===== config.mk =====
export PLATFORM = sky130hd
export DESIGN_NAME = ulpi_link_tx
export DESIGN_NICKNAME = d
export VERILOG_FILES = /design/src/rtl/ulpi_pkg.sv /design/src/rtl/ulpi_tx_fifo.sv /design/src/rtl/ulpi_link_tx.sv
export SDC_FILE = /design/constraint.sdc
export NUM_CORES = 1
export LEC_CHECK = 0
export ABC_AREA = 1
export ABC_CLOCK_PERIOD_IN_PS = 5200
export CORE_MARGIN = 1.5
export CORE_UTILIZATION = 40
export CTS_CLUSTER_SIZE = 8
export DETAILED_ROUTE_END_ITERATION = 10
export MAX_ROUTING_LAYER = met4
export SYNTH_ARGS = -nofsm -noshare
export SYNTH_HDL_FRONTEND = slang
export SYNTH_HIERARCHICAL = 1
export SYNTH_SLANG_ARGS = --single-unit

===== constraint.sdc =====
create_clock -name CLK_USB -period 5.2 [get_ports CLK_USB]
set_clock_uncertainty 0.15 [all_clocks]
set_input_delay 1.3 -clock CLK_USB [delete_from_list [all_inputs] [get_ports CLK_USB]]
set_output_delay 1.3 -clock CLK_USB [all_outputs]
set_load 0.01 [all_outputs]

===== src/rtl/ulpi_pkg.sv =====
// ulpi_pkg
// Shared types and constants for the ULPI link-side transmit engine.
//  - ulpiState_e : link FSM states (boot sequencing, idle, command phases)
//  - txEntry_t   : one TX FIFO entry, {last, pid, data}
//  - ULPI_*      : ULPI command/idle byte encodings
//  - txCmdByte / regWriteCmdByte : build the command byte the link drives
package ulpi_pkg;

   typedef enum logic [3:0] {
      ST_BOOT_RST,
      ST_BOOT_WAIT,
      ST_IDLE,
      ST_TURN,
      ST_REG_CMD,
      ST_REG_DAT,
      ST_TX_CMD,
      ST_TX_DAT,
      ST_STOP,
      ST_DRAIN
   } ulpiState_e;

   localparam logic [7:0] ULPI_CMD_TX   = 8'h40;
   localparam logic [7:0] ULPI_CMD_REGW = 8'h80;
   localparam logic [7:0] ULPI_IDLE     = 8'h00;

   typedef struct packed {
      logic       last;
      logic [3:0] pid;
      logic [7:0] data;
   } txEntry_t;

   localparam int TX_ENTRY_W = $bits(txEntry_t);

   // Transmit command: the PID rides in the low nibble of the TX command.
   function automatic logic [7:0] txCmdByte(input logic [3:0] pid);
      return ULPI_CMD_TX | {4'h0, pid};
   endfunction

   // Register write command: the 6-bit address rides in the low bits.
   function automatic logic [7:0] regWriteCmdByte(input logic [5:0] addr);
      return ULPI_CMD_REGW | {2'b00, addr};
   endfunction

endpackage


===== src/rtl/ulpi_tx_fifo.sv =====
// ulpi_tx_fifo
// Synchronous FIFO for buffered USB transmit bytes, with a packet counter
// that tracks how many complete packets (entries with the last bit set,
// stored in the MSB) are currently held.
// Ports:
//  clk_i        clock, rising edge
//  rst_ni       asynchronous active-low reset, flushes the FIFO
//  push_i       write strobe (ignored while full)
//  pushData_i   entry to write
//  pop_i        read strobe (ignored while empty)
//  headData_o   entry at the read pointer
//  nextData_o   low PEEK_W bits of the entry behind the head
//  full_o       FIFO holds DEPTH entries
//  empty_o      FIFO holds no entries
//  count_o      number of entries held
//  pktCount_o   number of complete packets held
module ulpi_tx_fifo #(
   parameter int DEPTH  = 16,
   parameter int WIDTH  = 13,
   parameter int PEEK_W = 8
) (
   input  logic                     clk_i,
   input  logic                     rst_ni,
   input  logic                     push_i,
   input  logic [WIDTH-1:0]         pushData_i,
   input  logic                     pop_i,
   output logic [WIDTH-1:0]         headData_o,
   output logic [PEEK_W-1:0]        nextData_o,
   output logic                     full_o,
   output logic                     empty_o,
   output logic [$clog2(DEPTH):0]   count_o,
   output logic [$clog2(DEPTH):0]   pktCount_o
);

   localparam int PTR_W = $clog2(DEPTH);
   localparam int CW    = PTR_W + 1;

   logic [WIDTH-1:0] mem_q [DEPTH];
   logic [PTR_W-1:0] wrPtr_q;
   logic [PTR_W-1:0] rdPtr_q;
   logic [PTR_W-1:0] nextPtr;
   logic [CW-1:0]    count_q;
   logic [CW-1:0]    pktCount_q;
   logic             doPush;
   logic             doPop;
   logic             pushLast;
   logic             popLast;

   assign full_o     = (count_q == CW'(DEPTH));
   assign empty_o    = (count_q == '0);
   assign count_o    = count_q;
   assign pktCount_o = pktCount_q;

   // Depth is a power of two, so the pointers simply wrap.
   assign nextPtr    = rdPtr_q + PTR_W'(1);
   assign headData_o = mem_q[rdPtr_q];
   assign nextData_o = mem_q[nextPtr][PEEK_W-1:0];

   assign doPush   = push_i && !full_o;
   assign doPop    = pop_i && !empty_o;
   assign pushLast = doPush && pushData_i[WIDTH-1];
   assign popLast  = doPop && headData_o[WIDTH-1];

   // Storage is not reset; the pointers and counts define what is valid.
   always_ff @(posedge clk_i) begin
      if (doPush) begin
         mem_q[wrPtr_q] <= pushData_i;
      end
   end

   // Pointers, occupancy and packet count. A push and a pop in the same
   // cycle leave the counts unchanged.
   always_ff @(posedge clk_i or negedge rst_ni) begin
      if (!rst_ni) begin
         wrPtr_q    <= '0;
         rdPtr_q    <= '0;
         count_q    <= '0;
         pktCount_q <= '0;
      end else begin
         if (doPush) begin
            wrPtr_q <= wrPtr_q + PTR_W'(1);
         end
         if (doPop) begin
            rdPtr_q <= nextPtr;
         end
         case ({doPush, doPop})
            2'b10:   count_q <= count_q + CW'(1);
            2'b01:   count_q <= count_q - CW'(1);
            default: count_q <= count_q;
         endcase
         case ({pushLast, popLast})
            2'b10:   pktCount_q <= pktCount_q + CW'(1);
            2'b01:   pktCount_q <= pktCount_q - CW'(1);
            default: pktCount_q <= pktCount_q;
         endcase
      end
   end

endmodule


===== src/rtl/ulpi_link_tx.sv =====
// ulpi_link_tx
// ULPI link-side transmit engine. Sequences PHY reset and boot delay, then
// serves register writes and buffered USB transmit packets on the 8-bit
// ULPI bus, handling DIR turnaround, PHY bus takeover and packet abort.
// Ports:
//  CLK_USB        60 MHz ULPI clock
//  SYS_RST_N      asynchronous active-low reset
//  DIR, NXT       PHY bus direction and throttle/accept strobe
//  STP            link stop strobe
//  USB_RST        PHY reset
//  DATA_OUT/OE    link drive value and pad output enable for ULPI data
//  SYSTEM_READY   gates the start of any new bus transaction
//  READY          boot complete
//  REG_*          register write client (REQ held until ACK pulse)
//  TX_*           packet client: FIFO write side plus DONE/ABORT pulses
module ulpi_link_tx
   import ulpi_pkg::*;
#(
   parameter int FIFO_DEPTH  = 16,
   parameter int RST_CYCLES  = 16,
   parameter int BOOT_CYCLES = 5000
) (
   input  logic       CLK_USB,
   input  logic       SYS_RST_N,
   input  logic       DIR,
   input  logic       NXT,
   output logic       STP,
   output logic       USB_RST,
   output logic [7:0] DATA_OUT,
   output logic       DATA_OE,
   input  logic       SYSTEM_READY,
   output logic       READY,
   input  logic       REG_REQ,
   input  logic [5:0] REG_ADDR,
   input  logic [7:0] REG_DATA,
   output logic       REG_ACK,
   input  logic       TX_VALID,
   input  logic [7:0] TX_DATA,
   input  logic [3:0] TX_PID,
   input  logic       TX_LAST,
   output logic       TX_READY,
   output logic       TX_DONE,
   output logic       TX_ABORT
);

   localparam int BOOT_MAX   = (RST_CYCLES > BOOT_CYCLES) ? RST_CYCLES : BOOT_CYCLES;
   localparam int CNT_W      = $clog2(BOOT_MAX + 1);
   localparam int FIFO_CNT_W = $clog2(FIFO_DEPTH) + 1;

   ulpiState_e             state_q;
   logic [CNT_W-1:0]       bootCnt_q;
   logic                   dirPrev_q;
   logic                   stp_q;
   logic                   usbRst_q;
   logic [7:0]             dataOut_q;
   logic                   dataOe_q;
   logic                   ready_q;
   logic                   regAck_q;
   logic                   txDone_q;
   logic                   txAbort_q;

   txEntry_t               headEntry;
   logic [7:0]             nextByte;
   txEntry_t               pushEntry;
   logic                   fifoPush;
   logic                   fifoPop;
   logic                   fifoFull;
   logic                   fifoEmpty;
   logic [FIFO_CNT_W-1:0]  fifoCount;
   logic [FIFO_CNT_W-1:0]  pktCount;

   assign STP      = stp_q;
   assign USB_RST  = usbRst_q;
   assign DATA_OUT = dataOut_q;
   assign DATA_OE  = dataOe_q;
   assign READY    = ready_q;
   assign REG_ACK  = regAck_q;
   assign TX_DONE  = txDone_q;
   assign TX_ABORT = txAbort_q;

   assign TX_READY  = (fifoCount != FIFO_CNT_W'(FIFO_DEPTH));
   assign pushEntry = '{last: TX_LAST, pid: TX_PID, data: TX_DATA};
   assign fifoPush  = TX_VALID && !fifoFull;

   // Pop when the PHY accepts a data byte, or unconditionally while
   // draining an aborted packet. While DIR is high NXT belongs to the PHY's
   // receive side, so it never pops in TX_DAT.
   assign fifoPop = ((state_q == ST_TX_DAT) && !DIR && NXT) ||
                    ((state_q == ST_DRAIN) && !fifoEmpty);

   ulpi_tx_fifo #(
      .DEPTH  (FIFO_DEPTH),
      .WIDTH  (TX_ENTRY_W),
      .PEEK_W (8)
   ) u_fifo (
      .clk_i      (CLK_USB),
      .rst_ni     (SYS_RST_N),
      .push_i     (fifoPush),
      .pushData_i (pushEntry),
      .pop_i      (fifoPop),
      .headData_o (headEntry),
      .nextData_o (nextByte),
      .full_o     (fifoFull),
      .empty_o    (fifoEmpty),
      .count_o    (fifoCount),
      .pktCount_o (pktCount)
   );

   // Link FSM with registered outputs. Pulse outputs default low each cycle
   // and are raised only on the edge that enters the state they belong to.
   // DATA_OUT is loaded one cycle ahead so the bus shows the next byte in
   // the cycle after NXT was sampled high.
   always_ff @(posedge CLK_USB or negedge SYS_RST_N) begin
      if (!SYS_RST_N) begin
         state_q   <= ST_BOOT_RST;
         bootCnt_q <= '0;
         dirPrev_q <= 1'b0;
         stp_q     <= 1'b0;
         usbRst_q  <= 1'b1;
         dataOut_q <= ULPI_IDLE;
         dataOe_q  <= 1'b0;
         ready_q   <= 1'b0;
         regAck_q  <= 1'b0;
         txDone_q  <= 1'b0;
         txAbort_q <= 1'b0;
      end else begin
         dirPrev_q <= DIR;
         stp_q     <= 1'b0;
         regAck_q  <= 1'b0;
         txDone_q  <= 1'b0;
         txAbort_q <= 1'b0;
         case (state_q)
            ST_BOOT_RST: begin
               if (bootCnt_q == CNT_W'(RST_CYCLES - 1)) begin
                  usbRst_q  <= 1'b0;
                  bootCnt_q <= '0;
                  state_q   <= ST_BOOT_WAIT;
               end else begin
                  bootCnt_q <= bootCnt_q + CNT_W'(1);
               end
            end
            ST_BOOT_WAIT: begin
               if (bootCnt_q == CNT_W'(BOOT_CYCLES - 1)) begin
                  ready_q   <= 1'b1;
                  dataOe_q  <= !DIR;
                  bootCnt_q <= '0;
                  state_q   <= ST_IDLE;
               end else begin
                  bootCnt_q <= bootCnt_q + CNT_W'(1);
               end
            end
            ST_IDLE: begin
               dataOut_q <= ULPI_IDLE;
               if (DIR) begin
                  dataOe_q <= 1'b0;
               end else if (dirPrev_q) begin
                  dataOe_q <= 1'b0;
                  state_q  <= ST_TURN;
               end else begin
                  dataOe_q <= 1'b1;
                  if (SYSTEM_READY && REG_REQ) begin
                     dataOut_q <= regWriteCmdByte(REG_ADDR);
                     state_q   <= ST_REG_CMD;
                  end else if (SYSTEM_READY && (pktCount != '0)) begin
                     dataOut_q <= txCmdByte(headEntry.pid);
                     state_q   <= ST_TX_CMD;
                  end
               end
            end
            ST_TURN: begin
               dataOut_q <= ULPI_IDLE;
               dataOe_q  <= !DIR;
               state_q   <= ST_IDLE;
            end
            ST_REG_CMD: begin
               if (DIR) begin
                  dataOe_q  <= 1'b0;
                  dataOut_q <= ULPI_IDLE;
                  state_q   <= ST_IDLE;
               end else if (NXT) begin
                  dataOut_q <= REG_DATA;
                  state_q   <= ST_REG_DAT;
               end
            end
            ST_REG_DAT: begin
               if (DIR) begin
                  dataOe_q  <= 1'b0;
                  dataOut_q <= ULPI_IDLE;
                  state_q   <= ST_IDLE;
               end else if (NXT) begin
                  stp_q     <= 1'b1;
                  regAck_q  <= 1'b1;
                  dataOut_q <= ULPI_IDLE;
                  state_q   <= ST_STOP;
               end
            end
            ST_TX_CMD: begin
               if (DIR) begin
                  dataOe_q  <= 1'b0;
                  dataOut_q <= ULPI_IDLE;
                  state_q   <= ST_IDLE;
               end else if (NXT) begin
                  dataOut_q <= headEntry.data;
                  state_q   <= ST_TX_DAT;
               end
            end
            ST_TX_DAT: begin
               if (DIR) begin
                  txAbort_q <= 1'b1;
                  dataOe_q  <= 1'b0;
                  dataOut_q <= ULPI_IDLE;
                  state_q   <= ST_DRAIN;
               end else if (NXT) begin
                  if (headEntry.last) begin
                     stp_q     <= 1'b1;
                     txDone_q  <= 1'b1;
                     dataOut_q <= ULPI_IDLE;
                     state_q   <= ST_STOP;
                  end else begin
                     dataOut_q <= nextByte;
                  end
               end
            end
            ST_STOP: begin
               dataOut_q <= ULPI_IDLE;
               dataOe_q  <= !DIR;
               state_q   <= ST_IDLE;
            end
            ST_DRAIN: begin
               dataOe_q  <= 1'b0;
               dataOut_q <= ULPI_IDLE;
               if (fifoEmpty || headEntry.last) begin
                  // If the PHY already released the bus while draining, the
                  // falling edge was missed by IDLE, so turn around here.
                  state_q <= DIR ? ST_IDLE : ST_TURN;
               end
            end
            default: begin
               state_q <= ST_BOOT_RST;
            end
         endcase
      end
   end

endmodule


==> results.sh <==
export IMPL_synth_cells=1363
export IMPL_grt_pass1_wl_microns=54500
export IMPL_rrSetupSlack_ns=1.72
export IMPL_slew_violations=0
export IMPL_p_comb_frac=0.381
export IMPL_r2r_start="u_fifo/rdPtr_q[3]"
export IMPL_dieArea_sq_um=33000
export IMPL_cts_resized=0
export IMPL_synth_seq_cells=259
export IMPL_power_internal_mw=4.86
export IMPL_via_count=9858
export IMPL_drt_iter0_drc=764
export IMPL_netlist_area_leader_share=0.489
export IMPL_hold_violations=0
export IMPL_cp_end_kind="flop"
export IMPL_syn_num_nets=1413
export IMPL_post_route_period_util=0.700
export IMPL_grt_use_total=0.222
export IMPL_cts_root_buf="clkbuf_16"
export IMPL_cts_sinks=259
export IMPL_htree_levels=2
export IMPL_rsz0062_at_grt="false"
export IMPL_path_clk_slew_ns=0.05
export IMPL_antenna_found_initial=0
export IMPL_ctsHoldBuffers=0
export IMPL_seqPwrFrac=0.343
export IMPL_clockPowerShare=0.277
export IMPL_worstPathArrival_ns=3.90
export IMPL_gp_congestion=0.888
export IMPL_port_buffers=49
export IMPL_rows=65
export IMPL_drt_total_wl_microns=34900
export IMPL_fin_util=0.468
export IMPL_cts_made_buffers=38
export IMPL_post_cts_setup_buffers=0
export IMPL_power_switching_mw=3.25
export IMPL_peakVddDrop_mv=0.519
export IMPL_viasPerCell=5.37
export IMPL_finalWorstSetupSlack_ns=1.56
export IMPL_p_leak_nw=5.82
export IMPL_outcome="completed"
export IMPL_cts_tree="done"
export IMPL_fin_setup_tns_ns=0
export IMPL_fmax_mhz=275
export IMPL_die_w_microns=182
export IMPL_r2r_end="u_fifo/pktCount_o[4]"
export IMPL_synth_top_cell_by_area="edfxtp_1"
export IMPL_synthTopCellsByArea="edfxtp_1 49%, dfrtp_1 9.8%, nand2_1 8.9%, o21ai_0 5.5%, nor2_1 4.9%"
export IMPL_wl_per_cell_microns=19.0
export IMPL_cp_start_kind="primary input"
export IMPL_grt_max_degree=93
export IMPL_ios=50
export IMPL_crit_chain="clkdlybuf4s50_1, o32ai_1, nand2_1, a21oi_1, ha_1, inv_1, fa_1, inv_1, nand2_1, nand2_1, nand2_1, nand3b_1, nand2_1, nand2_1, nand2_1"
export IMPL_core_sq_um=31500
export IMPL_worst_pin_slew_ns=0.988
export IMPL_slew_headroom=0.340
export IMPL_syn2layout_area_growth_pct=15.3
export IMPL_crit_path_max_incr_delay_ns=0.57
export IMPL_diodes=0
export IMPL_slowest_stage="clkdlybuf4s50_1"
export IMPL_synth_avg_cell_area_sq_um=9.37
export IMPL_period_minus_slack_ns=3.64
export IMPL_hold_path_class="flop to flop"
export IMPL_hold_path_depth=2
export IMPL_ys_seq_area_frac=0.589
export IMPL_place_hpwl_microns=22000
export IMPL_switching_share=0.401
export IMPL_critPathKind="primary input to flop"
export IMPL_layout_drive_gt1_share=0.0698
export IMPL_clk_latency_ns=0.53
export IMPL_fin_nets=1466
export IMPL_cap_violations=0
export IMPL_clockBufferDepth=3
export IMPL_min_from="USB_RST"
export IMPL_crit_top_cell="nand2_1"
export IMPL_cp_max_fo=9
export IMPL_hold_path_end="USB_RST"
export IMPL_setup_viol=0
export IMPL_die_y_microns=182
export IMPL_crit_start="DIR"
export IMPL_drt_first_pass_iters=5
export IMPL_synth_area_sq_um=12800
export IMPL_grt_pass1_vias=9600
export IMPL_critPathRequiredTime_ns=5.47
export IMPL_drc=0
export IMPL_grt_ovfl_total=0
export IMPL_power_density_nw_per_um2=551
export IMPL_antenna_left=0
export IMPL_yosysWarnings=6
export IMPL_synth_cell_types=46
export IMPL_post_place_ws_ns=1.01
export IMPL_start_util=0.406
export IMPL_reg2regPathDepth=16
metal layers:
metal / share of wire / vias up / GRT usage
met3: 0.066 / 88 / 0.0323
met2: 0.47 / 355 / 0.359
met4: 0.036 / 0 / 0.0913
met5: 0 / - / -
li1: - / 4745 / -
met1: 0.43 / 4670 / 0.282
cell families (layout without fill, tap and decap cells):
family                   after synthesis  count (layout)  synth area share
AO/OA/AOI/OAI                        269             269             0.113
adder cells (fa/ha/maj)               16              16            0.0169
flip-flops                           259             259             0.589
XOR/XNOR                              20              20            0.0158
AND/OR/NAND/NOR                      630             630             0.208
buffers and inverters                169             239            0.0571
Yosys cell counts, drive strengths merged:
master	n
a21boi	4
dfrtp	50
nor4	2
inv	107
clkbuf	18
nor3b	1
ha	14
buf	43
nand4	9
a21oi	87
nor3	6
o32ai	1
clkinv	1
o211ai	24
xnor2	6
a31oi	1
o21bai	3
edfxtp	208
dfstp	1
a22o	1
o21ai	147
nor2	173
fa	2
or2	9
nand3b	2
o21a	1
nand3	122
xor2	14
nand2	306
worst max-delay path: cells and delay by family:
kind / cells / cell delay, ns
AOI/OAI and AO/OA: 2 / 0.58
buffers and inverters: 3 / 0.73
adders and majority gates: 2 / 0.64
and+or+nand+nor: 8 / 0.65
sequential cells by signal, summed over array words and instances (netlist names):
name and flops:
DATA_OE 1, DATA_OUT 8, READY 1, REG_ACK 1, STP 1, TX_ABORT 1
TX_DONE 1, USB_RST 1, bootCnt_q 13, dirPrev_q 1, state_q 4, u_fifo/count_o 5
u_fifo/mem_q 208, u_fifo/pktCount_o 5, u_fifo/rdPtr_q 4, u_fifo/wrPtr_q 4
power by group through the flow:
stage	Combinational, mW	Clock (mW)	Sequential, mW
CTS	3.08	2.29	2.77
finish	3.09	2.24	2.78
floorplan	2.15	0	2.74
detailed placement	3.07	0	2.81
global placement	3.04	0	2.81
global route	3.46	2.39	2.81
layout make-up:
type	instances	area (sq um)
Clock inverter	4	83.8
Multi-Input combinational cell	935	4520
Inverter	108	413
Tap cell	402	503
Timing Repair Buffer	74	673
Clock buffer	53	1010
Fill cell	2872	16700
Sequential cell	259	7530
cell usage in the layout (no fill, tap or decap), types with 2 or more instances in the layout:
cell,netlist,final
nand4_1,9,9
inv_1,92,92
clkbuf_16,0,38
nand3_2,2,2
o21ai_0,141,141
o21bai_1,3,3
or2_2,3,3
dfrtp_1,50,49
nand2_1,303,303
nor2_1,168,168
nand3_1,120,120
or2_0,5,5
a21boi_1,4,4
clkinv_1,1,2
nor3_1,6,6
xor2_1,13,13
clkinv_16,0,2
xnor2_1,5,5
nor2_4,3,3
inv_4,2,3
o21ai_1,5,5
o211ai_1,24,24
buf_4,4,25
clkbuf_1,18,15
edfxtp_1,208,208
clkdlybuf4s50_1,0,48
fa_1,2,2
nand2_4,2,2
ha_1,14,14
a21oi_1,87,87
nor4_1,2,2
nand3b_1,2,2
inv_2,13,12
through the flow:
step,power [mW],hold WS [ns],instances,area (sq um)
after floorplan,4.89,0.308,1363,12800
after global placement,5.84,0.294,1778,13600
after detailed placement,5.88,0.295,1778,13600
after CTS,8.15,0.305,1835,14700
after global routing,8.66,0.332,1835,14700
final,8.11,0.303,1835,14700
how the worst max path moves through the flow:
stage | to | slack (ns) | cells after the start
global route | u_fifo/pktCount_o[4] | 1.28 | 16
global placement | u_fifo/pktCount_o[4] | 1.03 | 15
floorplan | u_fifo/pktCount_o[4] | 1.85 | 15
finish | u_fifo/pktCount_o[4] | 1.56 | 15
detailed placement | u_fifo/pktCount_o[4] | 1.01 | 15
CTS | u_fifo/pktCount_o[4] | 1.56 | 15
No activity file was read; power rests on OpenSTA's default activity.
